### src/rtl/risc16_cpu.sv
// risc16_cpu: multi-cycle 16-bit load/store core.
// Each instruction is FETCH then EXECUTE; HALT parks the core in an
// absorbing HALTED state until reset.
// Ports:
//   clk        system clock; all state changes on the rising edge
//   rst        asynchronous active-low reset
//   halted     sticky, set on the closing edge of HALT execute
//   mem_addr   PC in FETCH, regfile[rs] during LD/ST execute
//   mem_rdata  combinational read data for mem_addr
//   mem_wdata  regfile[rd] during ST execute, otherwise 0
//   mem_we     single-cycle pulse during ST execute
module risc16_cpu (
   input  logic        clk,
   input  logic        rst,
   output logic        halted,
   output logic [15:0] mem_addr,
   input  logic [15:0] mem_rdata,
   output logic [15:0] mem_wdata,
   output logic        mem_we
);

   typedef enum logic [1:0] {FETCH, EXECUTE, HALTED} state_t;

   state_t      state;
   logic [15:0] pc;
   logic [15:0] ir;
   logic [15:0] regfile [0:15];

   logic [3:0]  op, rd, rs, rt;
   logic [15:0] rs_val, rt_val, rd_val, imm_s;
   logic [15:0] res;
   logic        wr;
   logic        is_ld, is_st, in_exec;

   assign op    = ir[15:12];
   assign rd    = ir[11:8];
   assign rs    = ir[7:4];
   assign rt    = ir[3:0];
   assign imm_s = {{8{ir[7]}}, ir[7:0]};

   // R0 is never written, but force zero on read as well so it can never leak.
   assign rs_val = (rs == 4'd0) ? 16'h0000 : regfile[rs];
   assign rt_val = (rt == 4'd0) ? 16'h0000 : regfile[rt];
   assign rd_val = (rd == 4'd0) ? 16'h0000 : regfile[rd];

   assign in_exec = (state == EXECUTE);
   assign is_ld   = (op == 4'h9);
   assign is_st   = (op == 4'hA);

   // Memory port is pure decode of state/IR/registers; mem_rdata only feeds
   // the IR and the LD writeback, never an output.
   assign mem_addr  = (in_exec && (is_ld || is_st)) ? rs_val : pc;
   assign mem_we    = in_exec && is_st;
   assign mem_wdata = (in_exec && is_st) ? rd_val : 16'h0000;

   // Writeback value for the register-writing opcodes.
   always_comb begin
      res = 16'h0000;
      wr  = 1'b1;
      case (op)
         4'h1:    res = rs_val + rt_val;
         4'h2:    res = rs_val - rt_val;
         4'h3:    res = rs_val & rt_val;
         4'h4:    res = rs_val | rt_val;
         4'h5:    res = rs_val ^ rt_val;
         4'h6:    res = rs_val << rt_val[3:0];
         4'h7:    res = rs_val >> rt_val[3:0];
         4'h8:    res = imm_s;
         4'h9:    res = mem_rdata;
         4'hD:    res = rd_val + imm_s;
         4'hE:    res = rs_val;
         default: wr  = 1'b0;
      endcase
   end

   always_ff @(posedge clk or negedge rst) begin
      if (!rst) begin
         state  <= FETCH;
         pc     <= 16'h0000;
         ir     <= 16'h0000;
         halted <= 1'b0;
         for (int i = 0; i < 16; i++) regfile[i] <= 16'h0000;
      end else begin
         case (state)
            FETCH: begin
               ir    <= mem_rdata;
               pc    <= pc + 16'd1;
               state <= EXECUTE;
            end
            EXECUTE: begin
               state <= FETCH;
               if (wr && (rd != 4'd0)) regfile[rd] <= res;
               // pc already points past the BEQZ, so pc + imm is addr + 1 + imm.
               if (op == 4'hB && rd_val == 16'h0000) pc <= pc + imm_s;
               if (op == 4'hC) pc <= {4'h0, ir[11:0]};
               if (op == 4'hF) begin
                  state  <= HALTED;
                  halted <= 1'b1;
               end
            end
            default: ;
         endcase
      end
   end

endmodule

### config.mk
export PLATFORM = sky130hd
export DESIGN_NAME = risc16_cpu
export DESIGN_NICKNAME = d
export VERILOG_FILES = /design/src/rtl/risc16_cpu.sv
export SDC_FILE = /design/constraint.sdc
export NUM_CORES = 1
export LEC_CHECK = 0
export BUFFER_PORTS_ARGS = -buffer_cell sky130_fd_sc_hd__buf_4
export CORE_MARGIN = 3
export CORE_UTILIZATION = 26
export CTS_CLUSTER_SIZE = 24
export DETAILED_ROUTE_END_ITERATION = 10
export HOLD_SLACK_MARGIN = 0.02
export PLACE_DENSITY_LB_ADDON = 0.3
export SYNTH_ARGS = -nofsm -noshare
export SYNTH_HDL_FRONTEND = slang
export SYNTH_SLANG_ARGS = --single-unit
### constraint.sdc
create_clock -name clk -period 6.1 [get_ports clk]
set_input_delay 0.61 -clock clk [delete_from_list [all_inputs] [get_ports clk]]
set_output_delay 0.61 -clock clk [all_outputs]
set_load 0.005 [all_outputs]
# [Word-level counts from Yosys, hierarchy flattened]
# Cells that the tools add are included.
[op_classes] bitwise_logic=6 shifts=2 n_reduce_logical=17 n_mux=24 n_addsub=5 magnitude_cmp=4 n_eq_ne=17
[op_table] cell="$bwmux W256" count=1
[op_table] cell="$mux W16" count=14
[op_table] cell="$bmux W16 S4" count=3
[op_table] cell="$pmux W16 S11" count=1
[op_table] cell="$demux W16 S4" count=1
[op_table] cell="$add A16 B16 Y16" count=3
[op_table] cell="$eq A4 B4 Y1 const B" count=8
[op_table] cell="$pmux W16 S2" count=1
[op_table] cell="$add A16 B1 Y16 const B" count=1
[op_table] cell="$and A16 B16 Y16" count=1
[op_table] cell="$eq A4 B3 Y1 const B" count=4
[op_table] cell="$logic_not A16 Y1" count=1
[op_table] cell="$or A16 B16 Y16" count=1
[op_table] cell="$shl A16 B4 Y16" count=1
[op_table] cell="$shr A16 B4 Y16" count=1
[op_table] cell="$sub A16 B16 Y16" count=1
[op_table] cell="$xor A16 B16 Y16" count=1
[op_table] cell="$ge A5 B5 Y1 const B" count=3
[op_table] cell="$not A4 Y5" count=3
[op_table] cell="$logic_not A4 Y1" count=3
[op_table] cell="$reduce_or A11 Y1" count=1
[op_table] cell="$eq A4 B2 Y1 const B" count=2
[op_table] cell="$reduce_and A2 Y1" count=3
[op_table] cell="$logic_and A1 B1 Y1" count=5
[op_table] cell="other kinds (11)" count=11
[word_totals] output_inout_bits=34 wordCells=95 ff_bits=291 inputBits=18

# [Longest topological paths before layout]
# Gate-level depths: netlist (run 1).
[depth] word_depth=10 ltp_mapped=25 depth_no_buf=18

# [Worst setup path after synthesis (run 1)]
# Ideal clock, no wire load.
[synth_timing] kind="reg-to-reg" start="register ir[0]" end="register regfile[223] in the netlist's numbering" setup_time_ns=0.137 synth_period_minus_slack_ns=5.332 slack_ns=0.768 stages_incl_launch_ff=23 t_required_ns=5.963 n_path_buf=6 t_arrival_ns=5.194 path_cell_list="dfrtp_1 buf_6 mux4_2 mux2_2 a32o_1 buf_2 inv_1 clkbuf_8 clkbuf_8 buf_4 ha_1 a31oi_1 xnor2_1 ha_1 or4_1 o211a_1 o41ai_1 o31ai_1 xnor2_1 xnor2_1 a2111oi_4 buf_4 a21oi_1"
[synth_between] elab_chain_len=8 elab_cells_between_ends=16 cone_classes="add/sub: 3; shift: 2; mux: 6; bitwise: 4; reduce/logical: 1"
[synth_lines] element="start: declaration" line_no="26" rtl="logic [15:0] ir;"
[synth_lines] element="start signal: assignment" line_no="86" rtl="ir <= mem_rdata;"
[synth_lines] element="$not A4 Y5 (not written as such)" line_no="43" rtl="assign rt_val = (rt == 4'd0) ? 16'h0000 : regfile[rt];"
[synth_lines] element="$bmux W16 S4" line_no="43"
[synth_lines] element="$mux W16 (not written as such) (2 in series)" line_no="43"
[synth_lines] element="$mux W16" line_no="43"
[synth_lines] element="$sub A16 B16 Y16, or another cell as far along" line_no="62" rtl="4'h2: res = rs_val - rt_val;"
[synth_lines] element="$pmux W16 S11 *" line_no="60" rtl="case (op)"
[synth_lines] element="$bwmux W256 *" line_no="92" rtl="if (wr && (rd != 4'd0)) regfile[rd] <= res;"
[synth_lines] element="end signal: indexed assignment" line_no="92"
[synth_lines] element="end: declaration" line_no="27" rtl="logic [15:0] regfile [0:15];"
# Mark *: on every way between the ends. The rest lies on a longest branch, timed or not. The select of a mux whose other input is x is not followed.
# A chain may end at the register's enable or synchronous reset.

# [Worst setup path in the final report (run 1)]
[layout_timing] start="register ir[0]" end="register regfile[110] in the netlist's numbering"
# Same word-level chain as after synthesis.

==> summary.md, run 1 <==
| Metric | Value |
|---|---|
| Root Buffer | clkbuf_16 |
| Commonest cells post-synth | dfrtp_1 (290), nor2_1 (192), nand2_1 (179), a21oi_1 (171), mux4_2 (138) |
| Final setup violating endpoints | 0 |
| Ranking of synthesized cells by area | dfrtp_1 (32%), mux4_2 (14%), mux2_2 (6.7%), ha_1 (4.5%), mux2i_1 (3.9%) |
| Fin crit period | 5.764 ns |
| Initial antenna violation count | 2 |
| Core area | 85410 µm² |
| Global-route wire length before repair | 132600 µm |
| Top-level port count | 52 |
| Slowest-stage cell, CP | a2111o_1 |
| Ys async rst share | 100.0% |
| Starting density of the core | 26.30% |
| Hold Buf Count CTS | 0 |
| Placed cell area | 24350 µm² |
| Status | complete, no violations |
| Leading area contributor after synthesis | dfrtp_1 |
| Post-synth top area share | 32.30% |
| Startpoint types | flip-flop |
| Most numerous cell in the Yosys netlist | dfrtp_1 |
| Syn avg cell area | 10.37 µm² |
| Max Freq | 173.5 MHz |
| RSZ-0062 raised after global routing | false |
| P&R area growth vs syn | 13.92% |
| Post-synthesis sequential area ratio | 32.30% |
| Clock buffer depth | 3 |
| Row count | 107 |
| Critical Path RT | 6.54 ns |
| Chip width | 300.0 µm |
| Final Cell Area | 25590 µm² |
| Largest net degree at the start of global routing | 153 |
| Crit-path leading delay family | compound AO/OA/AOI/OAI gates |
| Detailed placement HPWL | 64660 µm |
| Critical Path Fanout Max | 18 |
| Via density | 5.757 |
| Remaining antenna violation count after routing | 0 |
| H-tree depth | 2 |
| Worst Skew | 0.02670 ns |
| Total number of yosys warnings | 0 |
| CTS resizes | 0 |
| Synth unique cells | 93 |
| Vias in the first global route | 19.02k |
| Metal-1 WL | 36930 µm |
| Post-layout util | 29.97% |
| Share of cells above drive strength 1 | 25.73% |
| Min Hold Slack | 0.02630 ns |
| Grt ovf | 0 |
| Synth Register Bits | 290 |
| Wirelength per Cell | 26.90 µm |
| Port Buffers | 51 |
| GRT Util Overall | 19.68% |
| Total iterations of the first detailed-routing run | 9 |
| Gate count after technology mapping | 2167 |
| Max Used Layer | met4 |
| Tcrit/Tclk final | 94.50% |
| Crit Path Category | reg -> reg |
| Setup TNS | 0 ns |
| TritonCTS Buffers | 37 |
| Post CTS Setup Buffer Count | 0 |
| Syn_nets | 2268 |
| Worst Path Arrival | 6.21 ns |
| Setup crit end kind | flip-flop |
| RD Place Congestion | 0.9888 |
| Least-Margin Pin Slew | 1.268 ns |
| Primary FF master, synth | dfrtp_1 |
| CTS tree | yes |
| Clock Latency Late Sink | 0.58 ns |
| Final Hold Viols | 0 |
| Chip Height | 300.0 µm |
| Final WL | 90500 µm |
| Via Count | 19.37k |
| Clock Sink Count | 290 |
| Metal3 WL | 7864 µm |
| Initial DRC Count | 1909 |
| Crit path buf inv count | 2 |
| Max_slew headroom | 13.27% |
| Layout Nets | 2292 |
| Met2 Routed Length | 40890 µm |
| Clk pin slew, worst setup/hold paths | 0.06 ns |
| Die ar. | 89970 µm² |
| Crit-path max cell delay | 0.66 ns |
| Synth Cell Area | 22470 µm² |
| DRC viols | 0 |
| Crit-path cells | buf_4 > mux4_2 > a22o_1 > a41o_1 > inv_1 > ha_1 > nor2_1 > xnor2_1 > ha_1 > nor2b_1 > o31a_1 > o31ai_1 > a21oi_1 > a31oi_1 > o21ai_0 > xnor2_1 > a2111o_1 > mux2_2 |
| # Max-Cap Violations | 0 |
| Min-Delay Path Class | in -> async |
| EDFF count, synth | 0 |
| Max-slew violations | 0 |
worst paths after layout:
check | start | to | slack, ns | depth (start not counted)
min in group clk | mem_rdata[10] | ir[10]$_DFFE_PN0P_ | 0.32 | 3
min reg2reg | regfile[253]$_DFFE_PN0P_ | regfile[253]$_DFFE_PN0P_ | 0.38 | 0
max | ir[0]$_DFFE_PN0P_ | regfile[110]$_DFFE_PN0P_ | 0.34 | 18
max in group asynchronous | rst | ir[4]$_DFFE_PN0P_ | 4.58 | 2
max reg2reg | ir[0]$_DFFE_PN0P_ | regfile[110]$_DFFE_PN0P_ | 0.34 | 18
min | rst | regfile[19]$_DFFE_PN0P_ | 0.03 | 1
cells in the final DEF (no fill, tap or decap), drive strengths merged, types with 35 or more instances in the layout:
cell / Yosys / layout
dfrtp: 290 / 290
nor2: 193 / 193
nand2: 180 / 180
a21oi: 171 / 171
buf: 70 / 170
mux4: 166 / 166
mux2: 133 / 133
o21ai: 124 / 124
mux2i: 90 / 90
ha: 80 / 80
inv: 58 / 61
clkbuf: 113 / 52
nand3: 40 / 40
xnor2: 38 / 38
a22oi: 35 / 35
flip-flops by register name, indices dropped and copies added, names as in the netlist:
signal / count
regfile: 255
ir: 16
pc: 16
state: 2
halted: 1
stage by stage:
stage	worst slack, ns	instances
after floorplan	0.7685	2167
after global placement	0.3574	3296
after detailed placement	0.3028	3296
after CTS	0.3004	3363
after global routing	0.01375	3363
final	0.3357	3364
cell families (layout without fill, tap and decap cells):
group	count (synthesis)	after routing	synth area share, %
compound gates	568	568	16.84
other cells	0	1	0
flops	290	290	32.30
mux	389	389	27.95
simple gates	544	544	10.79
xor+xnor	50	50	1.949
fa+ha+maj	83	83	4.723
buf+inv	243	295	5.447
cell type report:
class | instances | area [µm²]
tap | 1144 | 1431
fill | 8850 | 59820
inverter | 58 | 217.7
timing repair buffer | 170 | 1321
antenna | 1 | 2.502
clock buffer | 52 | 1074
sequential | 290 | 7281
clock inverter | 15 | 167.7
multi-input combinational | 1634 | 14100
worst register-to-register path, cell delays in order (launching register included):
cell and delay, ns:
dfrtp_4 0.62, buf_4 0.31, mux4_2 0.55, a22o_1 0.19, a41o_1 0.27, inv_1 0.10
ha_1 0.31, nor2_1 0.11, xnor2_1 0.14, ha_1 0.35, nor2b_1 0.17, o31a_1 0.26
o31ai_1 0.31, a21oi_1 0.20, a31oi_1 0.37, o21ai_0 0.18, xnor2_1 0.16, a2111o_1 0.66
mux2_2 0.39
metal layers:
| metal | up-vias | global-route usage (%) |
|---|---|---|
| met3 | 250 | 4.744 |
| met5 | - | 0 |
| met1 | 9814 | 25.86 |
| li1 | 8265 | - |
| met4 | 0 | 9.448 |
| met2 | 1036 | 30.41 |
Power of run 1 is left out: the tool's default activity adds up to more than one toggle a clock period on the data nets, which glitch-free logic cannot reach.
==> inputs of run 2 (changes only) <==
--- a/config.mk
+++ b/config.mk
@@ -11,7 +11,7 @@
 export CTS_CLUSTER_SIZE = 24
 export DETAILED_ROUTE_END_ITERATION = 10
 export HOLD_SLACK_MARGIN = 0.02
-export PLACE_DENSITY_LB_ADDON = 0.3
+export PLACE_DENSITY = 0.41
 export SYNTH_ARGS = -nofsm -noshare
 export SYNTH_HDL_FRONTEND = slang
 export SYNTH_SLANG_ARGS = --single-unit
==> summary.md, run 2 (synthesis gave the netlist of run 1 again) <==
| Metric | Value |
|---|---|
| Status | complete, no violations |
| Critical Path RT | 6.51 ns |
| Crit-path leading delay family | compound AO/OA/AOI/OAI gates |
| Fin crit period | 5.745 ns |
| Global-route wire length before repair | 138800 µm |
| Worst slack, placed | 0.2604 ns |
| Top Registers | regfile: 255 flops, ir: 16 flops, pc: 16 flops |
| Clock buffer depth | 3 |
| CTS tree | yes |
| Final setup violating endpoints | 0 |
| Top-level port count | 52 |
| Critical Path Fanout Max | 15 |
| Via Count | 19.09k |
| # Max-Cap Violations | 0 |
| Crit-path cells | buf_8 > mux4_2 > a22o_1 > a31oi_1 > nand3_1 > nor3_1 > nand3_1 > o31ai_1 > xnor2_1 > ha_1 > nor2_1 > mux2_2 > a222oi_1 > nand3_1 > a221oi_1 > o221ai_1 > a2111oi_4 > buf_4 > o21ai_0 |
| Min-Delay Path Class | in -> async |
| Chip width | 300.0 µm |
| Most frequent CP cell | nand3_1 |
| Worst setup margin | 0.3549 ns |
| Final Cell Area | 25600 µm² |
| RSZ-0062 raised after global routing | false |
| Grt ovf | 0 |
| Slowest-stage cell, CP | dfrtp_4 |
| Clk pin slew, worst setup/hold paths | 0.06 ns |
| Worst Path Arrival | 6.16 ns |
| Max Freq | 174.1 MHz |
| Post-layout util | 29.97% |
| P&R area growth vs syn | 13.95% |
| TritonCTS Buffers | 36 |
| Placed cell area | 24340 µm² |
| Port Buffers | 51 |
| Total iterations of the first detailed-routing run | 5 |
| Startpoint types | flip-flop |
| Largest net degree at the start of global routing | 116 |
| Worst Skew | 0.01753 ns |
| Starting density of the core | 26.30% |
| Root Buffer | clkbuf_16 |
| Max reg flops | 255 |
| DRC viols | 0 |
| Flop-to-flop setup slack | 0.35 ns |
| Clock Latency Late Sink | 0.58 ns |
| Most common cell after layout, fill and taps aside | dfrtp_1 |
| Crit path buf inv count | 2 |
| Final Hold Viols | 0 |
| Share of cells above drive strength 1 | 25.22% |
| Final WL | 96850 µm |
| RD Place Congestion | 0.9569 |
| Vias in the first global route | 18.78k |
| Clock Sink Count | 290 |
| GRT Util Overall | 21.04% |
| Layout Nets | 2287 |
| Initial DRC Count | 1757 |
| Setup crit end kind | flip-flop |
| Max_slew headroom | 15.34% |
| Wirelength per Cell | 28.87 µm |
| Detailed placement HPWL | 68000 µm |
| Via density | 5.692 |
| Crit Path Category | reg -> reg |
| Row count | 107 |
| Remaining antenna violation count after routing | 0 |
| Die ar. | 89970 µm² |
| Setup TNS | 0 ns |
| Chip Height | 300.0 µm |
| Tcrit/Tclk final | 94.18% |
| Most frequent cells in the layout | dfrtp_1 (281), nor2_1 (183), nand2_1 (179) |
| Crit-path max cell delay | 0.61 ns |
| Initial antenna violation count | 3 |
| Filler Cells Inserted | 8848 |
| H-tree depth | 2 |
| Least-Margin Pin Slew | 1.259 ns |
| Core area | 85410 µm² |
| Top reg by flops | regfile |
| Max-slew violations | 0 |
[run 2: final timing paths]
| path | from | to | cells past startpoint |
|---|---|---|---|
| max | ir[0]$_DFFE_PN0P_ | regfile[235]$_DFFE_PN0P_ | 19 |
| min | rst | regfile[98]$_DFFE_PN0P_ | 1 |
| max reg2reg | ir[0]$_DFFE_PN0P_ | regfile[235]$_DFFE_PN0P_ | 19 |
| min reg2reg | regfile[252]$_DFFE_PN0P_ | regfile[252]$_DFFE_PN0P_ | 0 |
| max in group asynchronous | rst | ir[8]$_DFFE_PN0P_ | 2 |
| min in group clk | mem_rdata[1] | ir[1]$_DFFE_PN0P_ | 3 |
[run 2: worst register-to-register path: cells and delay by family, from the launching register on]
| family | cells | cell delay (ns) |
|---|---|---|
| compound gates | 8 | 2.04 |
| simple gates | 5 | 1.08 |
| mux | 2 | 0.80 |
| flops | 1 | 0.61 |
| buf+inv | 2 | 0.54 |
| fa+ha+maj | 1 | 0.42 |
| xor+xnor | 1 | 0.11 |
[run 2: metal layers]
layer	routed length, µm	track usage, %	up-vias	part of all wire (%)
li1	-	-	8254	-
met1	41900	28.37	9845	43
met2	43870	33.02	791	45
met3	6508	4.051	200	6.7
met4	4557	8.842	2	4.7
met5	13	0	-	0.013
[run 2: layout make-up]
cell class,count,area [µm²],share of cell area (%)
Antenna cell,1,2.502,0.009775
Timing Repair Buffer,166,1311,5.122
Sequential cell,290,7281,28.44
Multi-Input combinational cell,1634,14130,55.21
Clock inverter,11,217.7,0.8504
Tap cell,1144,1431,5.591
Inverter,58,217.7,0.8504
Clock buffer,50,1005,3.925
[run 2: repair_timing]
| item | in CTS | in global routing |
|---|---|---|
| buffers inserted | 0 | 1 |
| hold buffers | 0 | 0 |
| endpoints found under the setup margin | 0 | 17 |
| resized for setup | 0 | 2 |
[run 2: through the flow]
step	instances	hold WS, ns
2_1_floorplan	2167	0.3144
3_3_place_gp	3291	0.3673
3_5_place_dp	3291	0.3645
4_1_cts	3352	0.03630
5_1_grt	3353	0.04547
6_report	3354	0.006373
Power of run 2 is left out for the same reason.
